<file path="src/rtl/seven_seg_scan_decoder.sv">
// Receiver for a multiplexed seven-segment scan bus: rebuilds the four displayed
// hex digits, pulses on each complete frame, flags bad anode patterns and scan loss.
module seven_seg_scan_decoder #(
    parameter int STABLE_CYCLES  = 4,
    parameter int TIMEOUT_CYCLES = 1000000,
    parameter int CNT_W          = 20
) (
    input  logic        clk,
    input  logic        rst,
    input  logic [3:0]  an,
    input  logic [6:0]  seg,
    input  logic        dp,
    input  logic        clr,
    output logic [15:0] digits,
    output logic [3:0]  digit_ok,
    output logic [3:0]  dp_out,
    output logic        frame_valid,
    output logic        anode_err,
    output logic        scan_lost
);

    localparam int STAB_W = (STABLE_CYCLES > 1) ? $clog2(STABLE_CYCLES) : 1;
    localparam logic [STAB_W-1:0] STAB_MAX = STAB_W'(STABLE_CYCLES - 1);
    localparam logic [CNT_W-1:0]  TO_MAX   = CNT_W'(TIMEOUT_CYCLES);

    logic [3:0]        an_reg, an_prev_reg;
    logic [6:0]        seg_reg, seg_prev_reg;
    logic              dp_reg, dp_prev_reg;
    logic              sample_vld_reg;
    logic [STAB_W-1:0] stab_reg, stab_next;
    logic              captured_reg, captured_hold;
    logic [3:0]        seen_reg, seen_base, seen_next;
    logic [3:0]        nib_reg [4];
    logic [3:0]        ok_reg, dp_lit_reg;
    logic              frame_valid_reg, anode_err_reg;
    logic [CNT_W-1:0]  to_cnt_reg;

    logic       an_onehot, an_blank, an_bad, same, cap, frame_done;
    logic [3:0] glyph_nib;
    logic       glyph_ok;

    // Sample register resets to zero, so treat it as blank until the first real sample lands.
    always_comb begin
        an_onehot = 1'b0;
        case (an_reg)
            4'b1110, 4'b1101, 4'b1011, 4'b0111: an_onehot = sample_vld_reg;
            default:                            an_onehot = 1'b0;
        endcase
        an_blank = !sample_vld_reg || (an_reg == 4'b1111);
        an_bad   = !an_blank && !an_onehot;
        same     = an_onehot &&
                   ({an_reg, seg_reg, dp_reg} == {an_prev_reg, seg_prev_reg, dp_prev_reg});

        stab_next     = '0;
        captured_hold = 1'b0;
        if (same) begin
            stab_next     = (stab_reg == STAB_MAX) ? stab_reg : stab_reg + 1'b1;
            captured_hold = captured_reg;
        end
        cap = an_onehot && (stab_next == STAB_MAX) && !captured_hold;

        seen_base  = clr ? 4'b0000 : seen_reg;
        seen_next  = cap ? (seen_base | ~an_reg) : seen_base;
        frame_done = cap && (seen_next == 4'b1111);
    end

    always_comb begin
        glyph_nib = 4'h0;
        glyph_ok  = 1'b1;
        case (seg_reg)
            7'b1000000: glyph_nib = 4'h0;
            7'b1111001: glyph_nib = 4'h1;
            7'b0100100: glyph_nib = 4'h2;
            7'b0110000: glyph_nib = 4'h3;
            7'b0011001: glyph_nib = 4'h4;
            7'b0010010: glyph_nib = 4'h5;
            7'b0000010: glyph_nib = 4'h6;
            7'b1111000: glyph_nib = 4'h7;
            7'b0000000: glyph_nib = 4'h8;
            7'b0010000: glyph_nib = 4'h9;
            7'b0001000: glyph_nib = 4'hA;
            7'b0000011: glyph_nib = 4'hB;
            7'b1000110: glyph_nib = 4'hC;
            7'b0100001: glyph_nib = 4'hD;
            7'b0000110: glyph_nib = 4'hE;
            7'b0001110: glyph_nib = 4'hF;
            default:    glyph_ok  = 1'b0;
        endcase
    end

    always_ff @(posedge clk or negedge rst) begin
        if (!rst) begin
            an_reg          <= '0;
            seg_reg         <= '0;
            dp_reg          <= 1'b0;
            an_prev_reg     <= '0;
            seg_prev_reg    <= '0;
            dp_prev_reg     <= 1'b0;
            sample_vld_reg  <= 1'b0;
            stab_reg        <= '0;
            captured_reg    <= 1'b0;
            seen_reg        <= '0;
            ok_reg          <= '0;
            dp_lit_reg      <= '0;
            frame_valid_reg <= 1'b0;
            anode_err_reg   <= 1'b0;
            to_cnt_reg      <= '0;
            for (int i = 0; i < 4; i++) nib_reg[i] <= '0;
        end else begin
            an_reg         <= an;
            seg_reg        <= seg;
            dp_reg         <= dp;
            an_prev_reg    <= an_reg;
            seg_prev_reg   <= seg_reg;
            dp_prev_reg    <= dp_reg;
            sample_vld_reg <= 1'b1;

            stab_reg        <= stab_next;
            captured_reg    <= captured_hold | cap;
            seen_reg        <= frame_done ? 4'b0000 : seen_next;
            frame_valid_reg <= frame_done;

            for (int i = 0; i < 4; i++) begin
                if (cap && !an_reg[i]) begin
                    nib_reg[i]    <= glyph_nib;
                    ok_reg[i]     <= glyph_ok;
                    dp_lit_reg[i] <= !dp_reg;
                end
            end

            // An error sample on the same edge as clr keeps the flag set.
            if (an_bad)
                anode_err_reg <= 1'b1;
            else if (clr)
                anode_err_reg <= 1'b0;

            if (frame_valid_reg)
                to_cnt_reg <= '0;
            else if (to_cnt_reg != TO_MAX)
                to_cnt_reg <= to_cnt_reg + 1'b1;
        end
    end

    genvar gi;
    generate
        for (gi = 0; gi < 4; gi++) begin : g_digit
            assign digits[4*gi +: 4] = nib_reg[gi];
        end
    endgenerate

    assign digit_ok    = ok_reg;
    assign dp_out      = dp_lit_reg;
    assign frame_valid = frame_valid_reg;
    assign anode_err   = anode_err_reg;
    assign scan_lost   = (to_cnt_reg == TO_MAX);

endmodule

</file>
<file path="config.mk">
export PLATFORM = sky130hd
export DESIGN_NAME = seven_seg_scan_decoder
export DESIGN_NICKNAME = d
export VERILOG_FILES = /design/src/rtl/seven_seg_scan_decoder.sv
export SDC_FILE = /design/constraint.sdc
export NUM_CORES = 1
export LEC_CHECK = 0
export ABC_AREA = 1
export CAP_MARGIN = 20
export CORE_MARGIN = 2
export CORE_UTILIZATION = 45
export CTS_CLUSTER_DIAMETER = 100
export DETAILED_ROUTE_END_ITERATION = 16
export PLACE_DENSITY_LB_ADDON = 0.05
export SYNTH_ARGS = -nofsm -noshare
export SYNTH_HDL_FRONTEND = slang
export SYNTH_SLANG_ARGS = --single-unit
export TNS_END_PERCENT = 50
</file>
<file path="constraint.sdc">
create_clock -name clk -period 2.27 [get_ports clk]
set_input_delay 0.454 -clock clk [delete_from_list [all_inputs] [get_ports clk]]
set_output_delay 0.454 -clock clk [all_outputs]
set_load 0.02 [all_outputs]
</file>
==> impl_metrics.yaml, run 1 <==
logic_synthesis:
  syn_area_sq_um: 3650
  synthDistinctLibCells: 30
  synth_area_leaders: "dfrtp_1 53%, nand2_1 14%, inv_1 6.2%, nor2_1 4.2%, o21ai_0 4.1%"
  yosysSeqAreaShare_pct: 53.4
  synth_nets: 468
  synth_top_area_share_pct: 53.4
  ys_ff_latch: 78
  syn_avg_cell_area_sq_um: 8.10
  yosysTopAreaCell: "dfrtp_1"
  yosys_warnings: 0
  netlist_instances: 451
critical_path:
  crit_chain: "inv_1, nor4_1, nand4_1, inv_2, clkdlybuf4s15_2"
  critPathMaxFanout: 4
  cp.required_ns: 1.82
  start_kind: "flop"
  end_kind: "primary output"
  crit_slowest_cell: "dfrtp_1"
  critical_path_class: "reg -> out"
  slowest_delay_ns: 0.38
  worst_ep_arrival_time_ns: 1.68
sta:
  finalCritPeriodShare_pct: 94.1
  finalMaxSlewViolations: 0
  hold_ws_ns: 0.149
  setup_viol: 0
  relSlewSlack_pct: 51.7
  hold_viol: 0
  setup_ws_ns: 0.133
  finalClockSkew_ns: 0.0111
  finalCriticalPeriod_ns: 2.14
  fin_setup_tns_ns: 0
  clock.fmax_ghz: 0.468
  tightest_slew_ns: 0.724
die:
  initial_core_util_pct: 46.8
  fp.dieW_um: 94.1
  io_pins: 42
  die_y_um: 94.1
  core_sq_um: 7810
  die-area_sq_um: 8860
  row_count: 32
clocking:
  clkTransAtPathRegs_ns: 0.08
  cts_tree: "built"
  cts_max_path_buffers: 2
  cts_root_buf: "clkbuf_8"
  cts_hold_buffers: 0
  clock-sinks: 78
  cts-htree-levels: 3
  clk_latency_ns: 0.35
  cts_buffers: 9
grt:
  grtUsageTotal_pct: 19.8
  grt_pass1_vias: 2912
  grt_max_degree: 57
  antenna_found_initial: 0
  grt_overflow: 0
  grt_pass1_wl_um: 13600
layout:
  final_core_util_pct: 57.5
  final_common_cell: "nand2_1"
  areaGrowthSynthToFinish_pct: 22.9
  final_nets: 523
  largest_register_ffs: 20
  drive_gt1_share_pct: 9.39
  final_cell_mix: "139 x nand2_1, 78 x dfrtp_1, 56 x inv_1"
  antenna-diode-count: 0
min_path:
  hp-class: "in -> async"
pwr:
  p_total_mw: 2.86
  vdd_drop_max_mv: 0.335
  power.density_nw_per_um2: 638
  p_leak_nw: 2.26
routing:
  firstDrtPassIters: 4
  dr.first_iter.drc_count: 126
  via_count: 3027
  drtAntennaViolNets: 0
  drc_errors: 0
  vias_per_cell: 4.94
  avgRoutedWirePerCell_um: 12.8
  totalWireLength_um: 7820
place:
  dp_hpwl_um: 5820
  post-place-ws_ns: 0.00823
  gp_congestion: 0.888
  portBuffers: 41
run_status:
  status: "finished, final reports clean"
flow_run:
  maxCapViolCount: 0
## power breakdown
| group | total, mW | internal [mW] | switching (mW) |
|---|---|---|---|
| Clock | 1.27 | 0.763 | 0.507 |
| Combinational | 0.157 | 0.0591 | 0.0977 |
| Sequential | 1.44 | 1.41 | 0.0244 |
## cell type report
type	count	area [sq um]
Fill cell	708	3320
Timing Repair Buffer	50	489
Sequential cell	78	1950
Multi-Input combinational cell	304	1440
Clock buffer	11	141
Inverter	63	236
Clock inverter	5	106
Tap cell	102	128
## synthesized netlist by cell type
master / number
a211oi_1: 1
a21oi_1: 18
a31oi_1: 2
and2_1: 3
buf_2: 3
buf_6: 1
clkbuf_1: 1
clkbuf_2: 1
conb_1: 1
dfrtp_1: 78
ha_1: 2
inv_1: 60
inv_2: 3
nand2_1: 139
nand2_2: 1
nand2_4: 2
nand3_1: 19
nand4_1: 11
nor2_1: 41
nor2_2: 3
nor2_4: 1
nor2_8: 1
nor3_1: 11
nor3_2: 1
nor3_4: 1
nor4_1: 7
o21ai_0: 30
o21ai_2: 4
xnor2_1: 2
xor2_1: 3
## through the flow
stage	area [sq um]	cells
floorplan	3650	451
finish	4490	613
CTS	4480	613
global route	4490	613
detailed placement	4230	596
global placement	4230	596
## final timing paths
kind                                             to                       start  cells past startpoint  slack (ns)
min in group clk           an_prev_reg[2]$_DFF_PN0_         an_reg[2]$_DFF_PN0_                      0        0.43
max                                       scan_lost  to_cnt_reg[14]$_DFFE_PN0P_                      5        0.13
max in group asynchronous     seen_reg[3]$_DFF_PN0_                         rst                      2        1.52
min                           digits[9]$_DFFE_PN0P_                         rst                      1        0.15
max reg2reg                   frame_valid$_DFF_PN0_        seg_reg[0]$_DFF_PN0_                     13        0.38
min reg2reg                an_prev_reg[2]$_DFF_PN0_         an_reg[2]$_DFF_PN0_                      0        0.43
## what timing repair did
action	in CTS	in global routing
resized for setup	3	5
pin swaps	1	1
endpoints found under the setup margin	1	1
buffers inserted	1	0
## logic make-up after synthesis
family / share of synthesized area [%]
simple gates: 29.1
flops: 53.4
buf+inv: 7.43
compound gates: 8.08
xor+xnor: 1.20
fa+ha+maj: 0.685
other cells: 0.103
## worst max-delay path: cells and delay by family (launching register included)
kind	cells	cell delay (ns)
DFF	1	0.38
and+or+nand+nor	2	0.50
buffers and inverters	3	0.45
## metal layers
layer  wire length, um  vias up  share of wire, %  GRT usage, %
met5                 0        -                 0             0
met4               131        0               1.7          7.25
met3               219       10               2.8          3.05
met2              3780       61                48          33.0
met1              3680     1413                47          26.1
li1                  -     1543                 -             -
No activity file was read; power rests on OpenSTA's default activity.
==> run 2, diff against run 1 <==
--- a/config.mk
+++ b/config.mk
@@ -12,6 +12,7 @@
 export CTS_CLUSTER_DIAMETER = 100
 export DETAILED_ROUTE_END_ITERATION = 16
 export PLACE_DENSITY_LB_ADDON = 0.05
+export SLEW_MARGIN = 0
 export SYNTH_ARGS = -nofsm -noshare
 export SYNTH_HDL_FRONTEND = slang
 export SYNTH_SLANG_ARGS = --single-unit
==> results of run 2 <==
Same layout as run 1: the final DEF is identical, and so are final timing and power.
==> run 3, diff against run 2 <==
--- a/config.mk
+++ b/config.mk
@@ -12,7 +12,7 @@
 export CTS_CLUSTER_DIAMETER = 100
 export DETAILED_ROUTE_END_ITERATION = 16
 export PLACE_DENSITY_LB_ADDON = 0.05
-export SLEW_MARGIN = 0
+export SLEW_MARGIN = 20
 export SYNTH_ARGS = -nofsm -noshare
 export SYNTH_HDL_FRONTEND = slang
 export SYNTH_SLANG_ARGS = --single-unit
==> results of run 3 <==
Same layout as run 1: the final DEF is identical, and so are final timing and power.
